===== src/rtl/jtag_ir_dr.sv =====
// jtag_ir_dr: JTAG instruction register plus IDCODE/BYPASS/USER data registers driven by the TAP state
module jtag_ir_dr #(
  parameter int IR_WIDTH = 4,
  parameter logic [31:0] IDCODE_VALUE = 32'h1000_563D,
  parameter int USER_WIDTH = 8,
  parameter logic [IR_WIDTH-1:0] OP_IDCODE = IR_WIDTH'(4'h1),
  parameter logic [IR_WIDTH-1:0] OP_USER = IR_WIDTH'(4'h8)
) (
  input  logic tck,
  input  logic trst,
  input  logic [4:0] tap_state,
  input  logic tdi,
  output logic tdo,
  output logic tdo_en,
  output logic [IR_WIDTH-1:0] ir,
  output logic [USER_WIDTH-1:0] user_data,
  output logic user_update
);
  localparam logic [4:0] st_tlr = 5'h00, st_cap_dr = 5'h04, st_cap_ir = 5'h05, st_shift_dr = 5'h06,
    st_shift_ir = 5'h07, st_upd_dr = 5'h14, st_upd_ir = 5'h15;
  logic [IR_WIDTH-1:0] ir_shift;
  logic [31:0] id_shift;
  logic bypass;
  logic [USER_WIDTH-1:0] user_shift;
  logic sel_id, sel_user;
  assign sel_id = ir == OP_IDCODE;
  assign sel_user = ir == OP_USER;
  always_ff @(posedge tck)
    if (trst) begin
      ir <= OP_IDCODE;
      ir_shift <= '0;
      id_shift <= '0;
      bypass <= 1'b0;
      user_shift <= '0;
      user_data <= '0;
      user_update <= 1'b0;
    end else begin
      user_update <= 1'b0;
      case (tap_state)
        st_tlr: ir <= OP_IDCODE;
        st_cap_ir: ir_shift <= IR_WIDTH'(2'b01);
        st_shift_ir: ir_shift <= IR_WIDTH'({tdi, ir_shift} >> 1);
        st_upd_ir: ir <= ir_shift;
        st_cap_dr:
          if (sel_id) id_shift <= IDCODE_VALUE;
          else if (sel_user) user_shift <= user_data;
          else bypass <= 1'b0;
        st_shift_dr:
          if (sel_id) id_shift <= {tdi, id_shift[31:1]};
          else if (sel_user) user_shift <= USER_WIDTH'({tdi, user_shift} >> 1);
          else bypass <= tdi;
        st_upd_dr:
          if (sel_user) begin
            user_data <= user_shift;
            user_update <= 1'b1;
          end
        default: ;
      endcase
    end
  always_comb begin
    tdo_en = tap_state == st_shift_ir || tap_state == st_shift_dr;
    tdo = tap_state == st_shift_ir ? ir_shift[0] :
          tap_state == st_shift_dr ? (sel_id ? id_shift[0] : sel_user ? user_shift[0] : bypass) : 1'b0;
  end
endmodule


===== config.mk =====
export PLATFORM = sky130hd
export DESIGN_NAME = jtag_ir_dr
export DESIGN_NICKNAME = d
export VERILOG_FILES = /design/src/rtl/jtag_ir_dr.sv
export SDC_FILE = /design/constraint.sdc
export NUM_CORES = 1
export LEC_CHECK = 0
export CORE_MARGIN = 5
export CORE_UTILIZATION = 40
export CTS_CLUSTER_DIAMETER = 150
export DETAILED_ROUTE_END_ITERATION = 8
export PLACE_DENSITY = 0.69
export SLEW_MARGIN = 0
export SYNTH_ARGS = -nofsm -noshare
export SYNTH_HDL_FRONTEND = slang
export SYNTH_SLANG_ARGS = --single-unit

===== constraint.sdc =====
create_clock -name tck -period 2.7 [get_ports tck]
set_input_delay 0.405 -clock tck [delete_from_list [all_inputs] [get_ports tck]]
set_output_delay 0.405 -clock tck [all_outputs]
set_load 0.01 [all_outputs]

==> results.sh <==
export IMPL_power_mw=1.90
export IMPL_hp_class="in2reg"
export IMPL_core_um2=5440
export IMPL_yosys_most_used_dff="dfxtp_1"
export IMPL_grt_pass1_wl_um=7450
export IMPL_synth_top_area_frac=0.524
export IMPL_slew_violations=0
export IMPL_pre_cts_slack_ns=0.264
export IMPL_final_util=0.507
export IMPL_final_setup_viol_count=0
export IMPL_first_iter_violations=109
export IMPL_rows=27
export IMPL_fin_crit_sh=0.897
export IMPL_ys_seq_area_frac=0.524
export IMPL_r2r_end="user_shift[4]"
export IMPL_path_max_fanout=5
export IMPL_synth_xor_area_share=0
export IMPL_start_util=0.407
export IMPL_clk_pin_slew_ns=0.07
export IMPL_synth_top_family_by_area="simple AND/OR/NAND/NOR gates"
export IMPL_areaGrowthSynthToFinish_pct=24.5
export IMPL_gp_congestion=0.749
export IMPL_drv_cap=0
export IMPL_rsz0062_at_grt="no"
export IMPL_crit_start="ir[0]"
export IMPL_max_freq_ghz=0.413
export IMPL_endpoint="tdo"
export IMPL_ys_warnings_count=0
export IMPL_yosys_top_cells_area="dfxtp_1 52%, nor2_1 8.6%, mux2i_1 7.7%"
export IMPL_post_synth_cell_area_avg_um2=9.63
export IMPL_finalSetupTns_ns=0
export IMPL_synth_common_cells="58 x dfxtp_1, 51 x nor2_1, 21 x a22oi_1, 17 x mux2i_1, 10 x o22ai_1"
export IMPL_fp_dieW_um=84.4
export IMPL_synth_cells=230
export IMPL_io_pins=23
export IMPL_fin_nets=265
export IMPL_worst_setup_path_type="reg2out"
export IMPL_cts_tree="built"
export IMPL_cpPeakStageDelay_ns=0.59
export IMPL_grt_max_degree=50
export IMPL_fin_area_um2=2760
export IMPL_tightestPinTransition_ns=0.575
export IMPL_fin_ws_ns=0.278
export IMPL_synthSimpleGateAreaFrac=0.192
export IMPL_whs_ns=0.351
export IMPL_drc=0
export IMPL_dieArea_um2=7130
export IMPL_async_flop_share=0
export IMPL_cts_buffers=9
export IMPL_wl_per_cell_um=13.3
export IMPL_dp_hpwl_um=2810
export IMPL_synth_largest_area_cell="dfxtp_1"
export IMPL_synth_compound_area_frac=0.168
export IMPL_worstSetupStartpointType="register"
export IMPL_die_y_um=84.4
export IMPL_irDropWorstVdd_mv=0.494
export IMPL_synth_edf_count=0
export IMPL_cp_arrival_ns=2.02
export IMPL_htree_levels=3
export IMPL_drtPass1Iterations=4
export IMPL_end_kind="output port"
export IMPL_syn_area_um2=2210
export IMPL_root_buffer="clkbuf_8"
export IMPL_skew_ns=0.00827
export IMPL_final_instance_count_excl_fill=334
export IMPL_slew_headroom=0.611
export IMPL_antenna_found_initial=0
export IMPL_vias=1719
export IMPL_grt_overflow=0
export IMPL_cp_required_ns=2.30
export IMPL_min_period_ns=2.42
export IMPL_placed_area_um2=2520
export IMPL_clk_path_buf_depth=2
export IMPL_grt_pass1_vias=1562
export IMPL_synth_seq_cells=58
export IMPL_leakage_nw=0.950
export IMPL_final_antenna_net_count=0
export IMPL_yosysMostFrequentCell="dfxtp_1"
export IMPL_critPathSlowestCell="or4b_1"
export IMPL_grtUsageTotal=0.130
export IMPL_p_per_area_nw_per_um2=690
export IMPL_placed_cells=318
export IMPL_via_per_inst=5.15
export IMPL_wirelength_um=4430
export IMPL_n_antenna_cell=0
export IMPL_syn_nets=238
export IMPL_outcome="finished, final reports clean"
export IMPL_reg2reg_from="ir[0]"
export IMPL_clock_latency_ns=0.33
export IMPL_cts_sinks=58
export IMPL_drive_above_1_share=0.118
export IMPL_post_synth_num_cell_types=31
export IMPL_path_cells="or4b_1 -> mux2i_1 -> a21o_1 -> a21oi_1 -> dlygate4sd2_1"
export IMPL_io_buffer_count=22
export IMPL_reg2reg_depth=6
export IMPL_synth_fa_ha_area_frac=0
export IMPL_r2r_setup_slack_ns=0.59
export IMPL_final_hold_viol_count=0
export IMPL_synthMuxAreaShare=0.0768
-- cells in the final DEF (no fill, tap or decap), types with 2 or more instances in the layout --
| cell | count |
|---|---|
| a211oi_1 | 7 |
| a211oi_2 | 2 |
| a21oi_1 | 7 |
| a22o_1 | 3 |
| a22oi_1 | 21 |
| buf_4 | 9 |
| bufinv_16 | 3 |
| clkbuf_8 | 9 |
| clkdlybuf4s50_1 | 20 |
| clkinv_4 | 2 |
| dfxtp_1 | 58 |
| inv_1 | 3 |
| mux2i_1 | 17 |
| nand2_1 | 7 |
| nand3_1 | 5 |
| nand4bb_1 | 2 |
| nor2_1 | 51 |
| nor3_1 | 4 |
| nor4_1 | 2 |
| o22ai_1 | 10 |
| or3_1 | 2 |
| or4b_1 | 2 |
-- worst max-delay path, delay by kind of cell (launching register included) --
| family | cells | cell delay [ns] |
|---|---|---|
| AND/OR/NAND/NOR | 1 | 0.59 |
| flip-flops | 1 | 0.33 |
| AO/OA/AOI/OAI | 2 | 0.33 |
| buffers and inverters | 1 | 0.29 |
| multiplexers | 1 | 0.16 |
-- sequential cells by signal, summed over array words and instances (netlist names) --
signal and cells:
id_shift 32, user_data 8, user_shift 8, ir 4
ir_shift 4, bypass 1, user_update 1
-- power breakdown --
group | switching (mW) | total [mW] | leakage [nW] | internal (mW)
clock network | 0.354 | 0.970 | 0.117 | 0.616
registers | 0.00394 | 0.866 | 0.468 | 0.862
logic | 0.0420 | 0.0682 | 0.365 | 0.0262
total | 0.400 | 1.90 | 0.950 | 1.50
-- metal layers --
layer	global-route usage	part of all wire	vias to the layer above
li1	-	-	890
met3	0.0540	0.049	8
met4	0.0518	0.018	0
met1	0.169	0.49	794
met5	0	0	-
met2	0.192	0.44	27
-- repair_timing --
| action | in CTS | in global routing |
|---|---|---|
| gates resized for setup | 1 | 0 |
| endpoints found under the setup margin | 1 | 0 |
| buffers inserted | 0 | 0 |
| hold buffers | 0 | 0 |
-- kinds of logic after synthesis --
logic type      Yosys count
simple gates             85
mux                      17
compound gates           52
buf+inv                  18
flops                    58
-- worst min-delay path by stage --
stage | startpoint | end | slack [ns] | cells past startpoint
after global placement | id_shift[31] | id_shift[31] | 0.45 | 2
after floorplan | id_shift[31] | id_shift[31] | 0.44 | 2
after detailed placement | id_shift[31] | id_shift[31] | 0.45 | 2
final | trst | ir_shift[1] | 0.35 | 2
after CTS | trst | ir_shift[1] | 0.34 | 2
after global routing | trst | ir_shift[2] | 0.35 | 2
-- final cells by class --
type                       instances  area (um2)
clock inverter                     6         115
inverter                           3        11.3
multi-input combinational        154         971
tap                               72        90.1
fill                             498        2680
clock buffer                      10         128
sequential                        58        1160
timing repair buffer              31         282
Note: power is estimated with default switching activity, not from simulation.
==> variant 1: new RTL, same settings <==
Reset style: asynchronous (`trst`), changed in one clocked block.
--- a/src/rtl/jtag_ir_dr.sv
+++ b/src/rtl/jtag_ir_dr.sv
@@ -26,5 +26,5 @@
   assign sel_id = ir == OP_IDCODE;
   assign sel_user = ir == OP_USER;
-  always_ff @(posedge tck)
+  always_ff @(posedge tck or posedge trst)
     if (trst) begin
       ir <= OP_IDCODE;
Behaviour: differs if trst is asserted again (counterexample within 4 cycles, from zero or initial values and one cycle with trst high); with trst held inactive, the same outputs for 4 cycles.
==> variant 1 against the unedited design <==
  * Global-route usage grew 0.76 points
  * Core utilization shrank 0.18 points
  * Setup slack got worse by 0.042 ns
  * Synthesized cell count is 7.0% higher
  * Cell count up 5.7%
  * Register-to-register slack improved by 0.31 ns
  * Sequential cell count unchanged
  * Routed wire length up 5.6%
  * Design area is 9.8% higher
  * Synthesized area up 13%
Power is not compared: it rests on default switching activity, and its combinational part moved more than twofold at a synthesized area within 25%.
==> variant 1: results (changes against the unedited design) <==
First-pass DRT Iterations 4 (unchanged); Leakage 1.37 nW; Tot GR Track Use 13.8% (was 13.0%); ys flop type dfrtp_1 (was dfxtp_1); Synth area leaders dfrtp_1 57%, nand2_1 10%, o21ai_1 7.4% (was dfxtp_1 52%, nor2_1 8.6%, mux2i_1 7.7%); largest net degree at the start of global routing 61 (was 50); vias per inst 4.93 (was 5.15); htree depth 3 (unchanged); root buf cell clkbuf_8 (unchanged); Yosys cell types 36 (was 31); clk_lat worst skew 0.34 ns; worst slew pin tran 0.775 ns (was 0.575 ns); YS warnings 0 (unchanged); cts bufs inserted 9 (unchanged); CP max FO 6 (was 5); number of global-route vias before repair 1,681 (was 1,562); sequential share of the synthesized area 58.0% (was 52.4%); Min-Delay Path Class reg -> reg (was in -> reg); outcome finished clean (unchanged); total setup buffers inserted after CTS 0 (unchanged); Routed Wire Length 4680 um (was 4430 um); dpl hpwl 3110 um (was 2810 um); reg2reg setup slack 0.90 ns (was 0.59 ns); n_diodes 0 (unchanged); CTS max path bufs 2 (unchanged); initial antenna violation count 0 (unchanged); Max Clock Skew 0.00582 ns (was 0.00827 ns); layout cells sized above 1 14.7% (was 11.8%); Worst IR Drop VDD 0.364 mV; Largest regs id_shift (32), user_data (8), user_shift (8) (unchanged); IO Port Bufs 22 (unchanged); commonest cells in the synthesized netlist 68 x nand2_1, 57 x dfrtp_1, 37 x o21ai_1 (was 58 x dfxtp_1, 51 x nor2_1, 21 x a22oi_1); Post-Layout Cell Count 353 (was 334); Avg Cell Area, Syn 10.2 um2 (was 9.63 um2); post-CTS sizing 0 (was 1); WP data arrival 2.06 ns (was 2.02 ns); Cells after DPL 337 (was 318); global-route wire length before repair 8180 um (was 7450 um); gpl congestion 0.745 (was 0.749); First DRT Iteration DRCs 125 (was 109); clk slew on worst S/H paths 0.06 ns; async set-reset flop share out of synthesis 100% (was 0%); Post-Syn Nets 254 (was 238); final net count 281 (was 265)
[variant 1: critical path, stage by stage]
cell	delay (ns)
clkdlybuf4s50_1	0.56
nand4bb_1	0.22
nand2b_1	0.22
o22ai_1	0.10
clkdlybuf4s50_1	0.55
[variant 1: per-stage QoR]
stage / hold slack [ns] / utilization [%] / worst slack, ns / total power [mW] / area (um2)
after floorplan: 0.455 / - / 0.869 / 1.18 / 2500
after global placement: 0.467 / 46.9 / 0.287 / 1.25 / 2810
after detailed placement: 0.476 / 46.9 / 0.243 / 1.26 / 2810
after CTS: 0.489 / 50.5 / 0.236 / 2.15 / 3030
after global routing: 0.503 / 50.5 / 0.112 / 2.23 / 3030
final: 0.485 / 50.5 / 0.237 / 2.12 / 3030
[variant 1: kinds of logic (layout without fill, tap and decap cells)]
group | after synthesis | count (layout) | share of synthesized area (%)
buffers and inverters | 17 | 49 | 3.15
AOI/OAI and AO/OA | 52 | 52 | 11.1
and+or+nand+nor | 101 | 101 | 20.0
muxes | 18 | 18 | 7.69
DFF | 58 | 58 | 58.0
[variant 1: worst paths after layout]
check / end / start / depth (start not counted)
max: tdo / tap_state[2] / 5
max reg2reg: user_data[2] / ir[1] / 4
min reg2reg: id_shift[30] / id_shift[30] / 2
max in group asynchronous: id_shift[18] / trst / 3
min in group asynchronous: user_data[5] / trst / 2
min: id_shift[30] / id_shift[30] / 2
[variant 1: layer usage]
metal / wire length [um] / share of wire, % / track usage [%]
met5: 0 / 0 / 0
met4: 112 / 2.4 / 7.31
met3: 161 / 3.4 / 3.96
met2: 2080 / 44 / 19.3
met1: 2330 / 50 / 19.2
[variant 1: final cells by class]
| type | count | area (um2) |
|---|---|---|
| flip-flops and latches | 58 | 1450 |
| fillers | 538 | 2960 |
| clock inverters | 5 | 77.6 |
| clock buffers | 11 | 141 |
| repair buffers | 29 | 273 |
| well taps | 75 | 93.8 |
| inverters | 4 | 15.0 |
| multi-input cells | 171 | 973 |
[variant 1: report_power, final]
part / leakage (nW) / switching [mW] / internal, mW / total, mW
Clock: 0.109 / 0.342 / 0.542 / 0.883
Sequential: 0.778 / 0.0642 / 0.968 / 1.03
Combinational: 0.483 / 0.116 / 0.0936 / 0.209
Total: 1.37 / 0.522 / 1.60 / 2.12
==> variant 2: new RTL, same settings <==
Without the edit above. The parameter `IDCODE_VALUE` goes from 32'h1000_563D to 32'h08002B1E.
--- a/src/rtl/jtag_ir_dr.sv
+++ b/src/rtl/jtag_ir_dr.sv
@@ -2,5 +2,5 @@
 module jtag_ir_dr #(
   parameter int IR_WIDTH = 4,
-  parameter logic [31:0] IDCODE_VALUE = 32'h1000_563D,
+  parameter logic [31:0] IDCODE_VALUE = 32'h08002B1E,
   parameter int USER_WIDTH = 8,
   parameter logic [IR_WIDTH-1:0] OP_IDCODE = IR_WIDTH'(4'h1),
Function: changed (a bounded check fails within 4 cycles, from zero or initial values and one cycle with trst high).
==> variant 2 against the unedited design <==
  * Synthesized area up 0.28%
  * Critical path type unchanged
  * Power is 0.50% higher
  * Design area is essentially flat
  * Core utilization is essentially flat
  * Setup slack lost 0.0050 ns
  * Global-route usage increased by 0.35 points
  * Via count rose by 0.52%
  * Count of clock-buffer cells in the layout shrank 1
  * Routed wire length shrank 1.2%
  * Largest cell class unchanged
  * Sequential cell count unchanged
==> variant 2: results (changes against the unedited design) <==
hold path endpoint ir[0] (was ir_shift[1]); outcome finished clean (unchanged); Non-clock buffering overhead 9.94% (was 10.2%); multi-input combinational area share 35.1% (was 35.2%); Routed Wire Length 4380 um (was 4430 um); CLK BUF 9 (was 10); Yosys cell types 33 (was 31); largest net degree at the start of global routing 36 (was 50); M1 WL 2120 um (was 2180 um); mux cell area share after synthesis 7.66% (was 7.68%); Worst IR Drop VDD 0.484 mV (was 0.494 mV); r2r endpoint id_shift[26] (was user_shift[4]); reg2reg setup slack 0.70 ns (was 0.59 ns); Synth Area in Compound Gates 17.6% (was 16.8%); Tot GR Track Use 13.3% (was 13.0%); post-CTS sizing 3 (was 1); Logic inverters 4 (was 3); #MultiIn Comb 151 (was 154); final net count 262 (was 265); Max Clock Skew 0.00757 ns (was 0.00827 ns); CP max-delay cell or4b_4 (was or4b_1); length in cells of the worst reg-to-reg path 5 (was 6); ClkCell Share 9.03% (was 8.80%); Slew HR 65.2% (was 61.1%); dpl hpwl 2750 um (was 2810 um); layout cells sized above 1 13.9% (was 11.8%); DR vias 1,728 (was 1,719); Min-Delay Path Class reg -> reg (was in -> reg); met3 wire length 182 um (was 217 um); met2 Usage GRT 19.6% (was 19.2%)
[variant 2: through the flow]
| step | util (%) | hold WS (ns) | instance area [um2] | worst slack, ns | std cells |
|---|---|---|---|---|---|
| 2_1_floorplan | - | 0.439 | 2220 | 0.662 | 230 |
| 3_3_place_gp | 46.0 | 0.458 | 2500 | 0.174 | 315 |
| 3_5_place_dp | 46.0 | 0.466 | 2500 | 0.173 | 315 |
| 4_1_cts | 50.7 | 0.461 | 2760 | 0.261 | 331 |
| 5_1_grt | 50.7 | 0.468 | 2760 | 0.166 | 331 |
| 6_report | 50.7 | 0.476 | 2760 | 0.273 | 331 |
[variant 2: report_power, final]
group,total (mW),leakage [nW],internal [mW],switching (mW)
Combinational,0.0681,0.426,0.0261,0.0420
Sequential,0.865,0.468,0.861,0.00374
Clock,0.980,0.124,0.620,0.360
Total,1.91,1.02,1.51,0.406
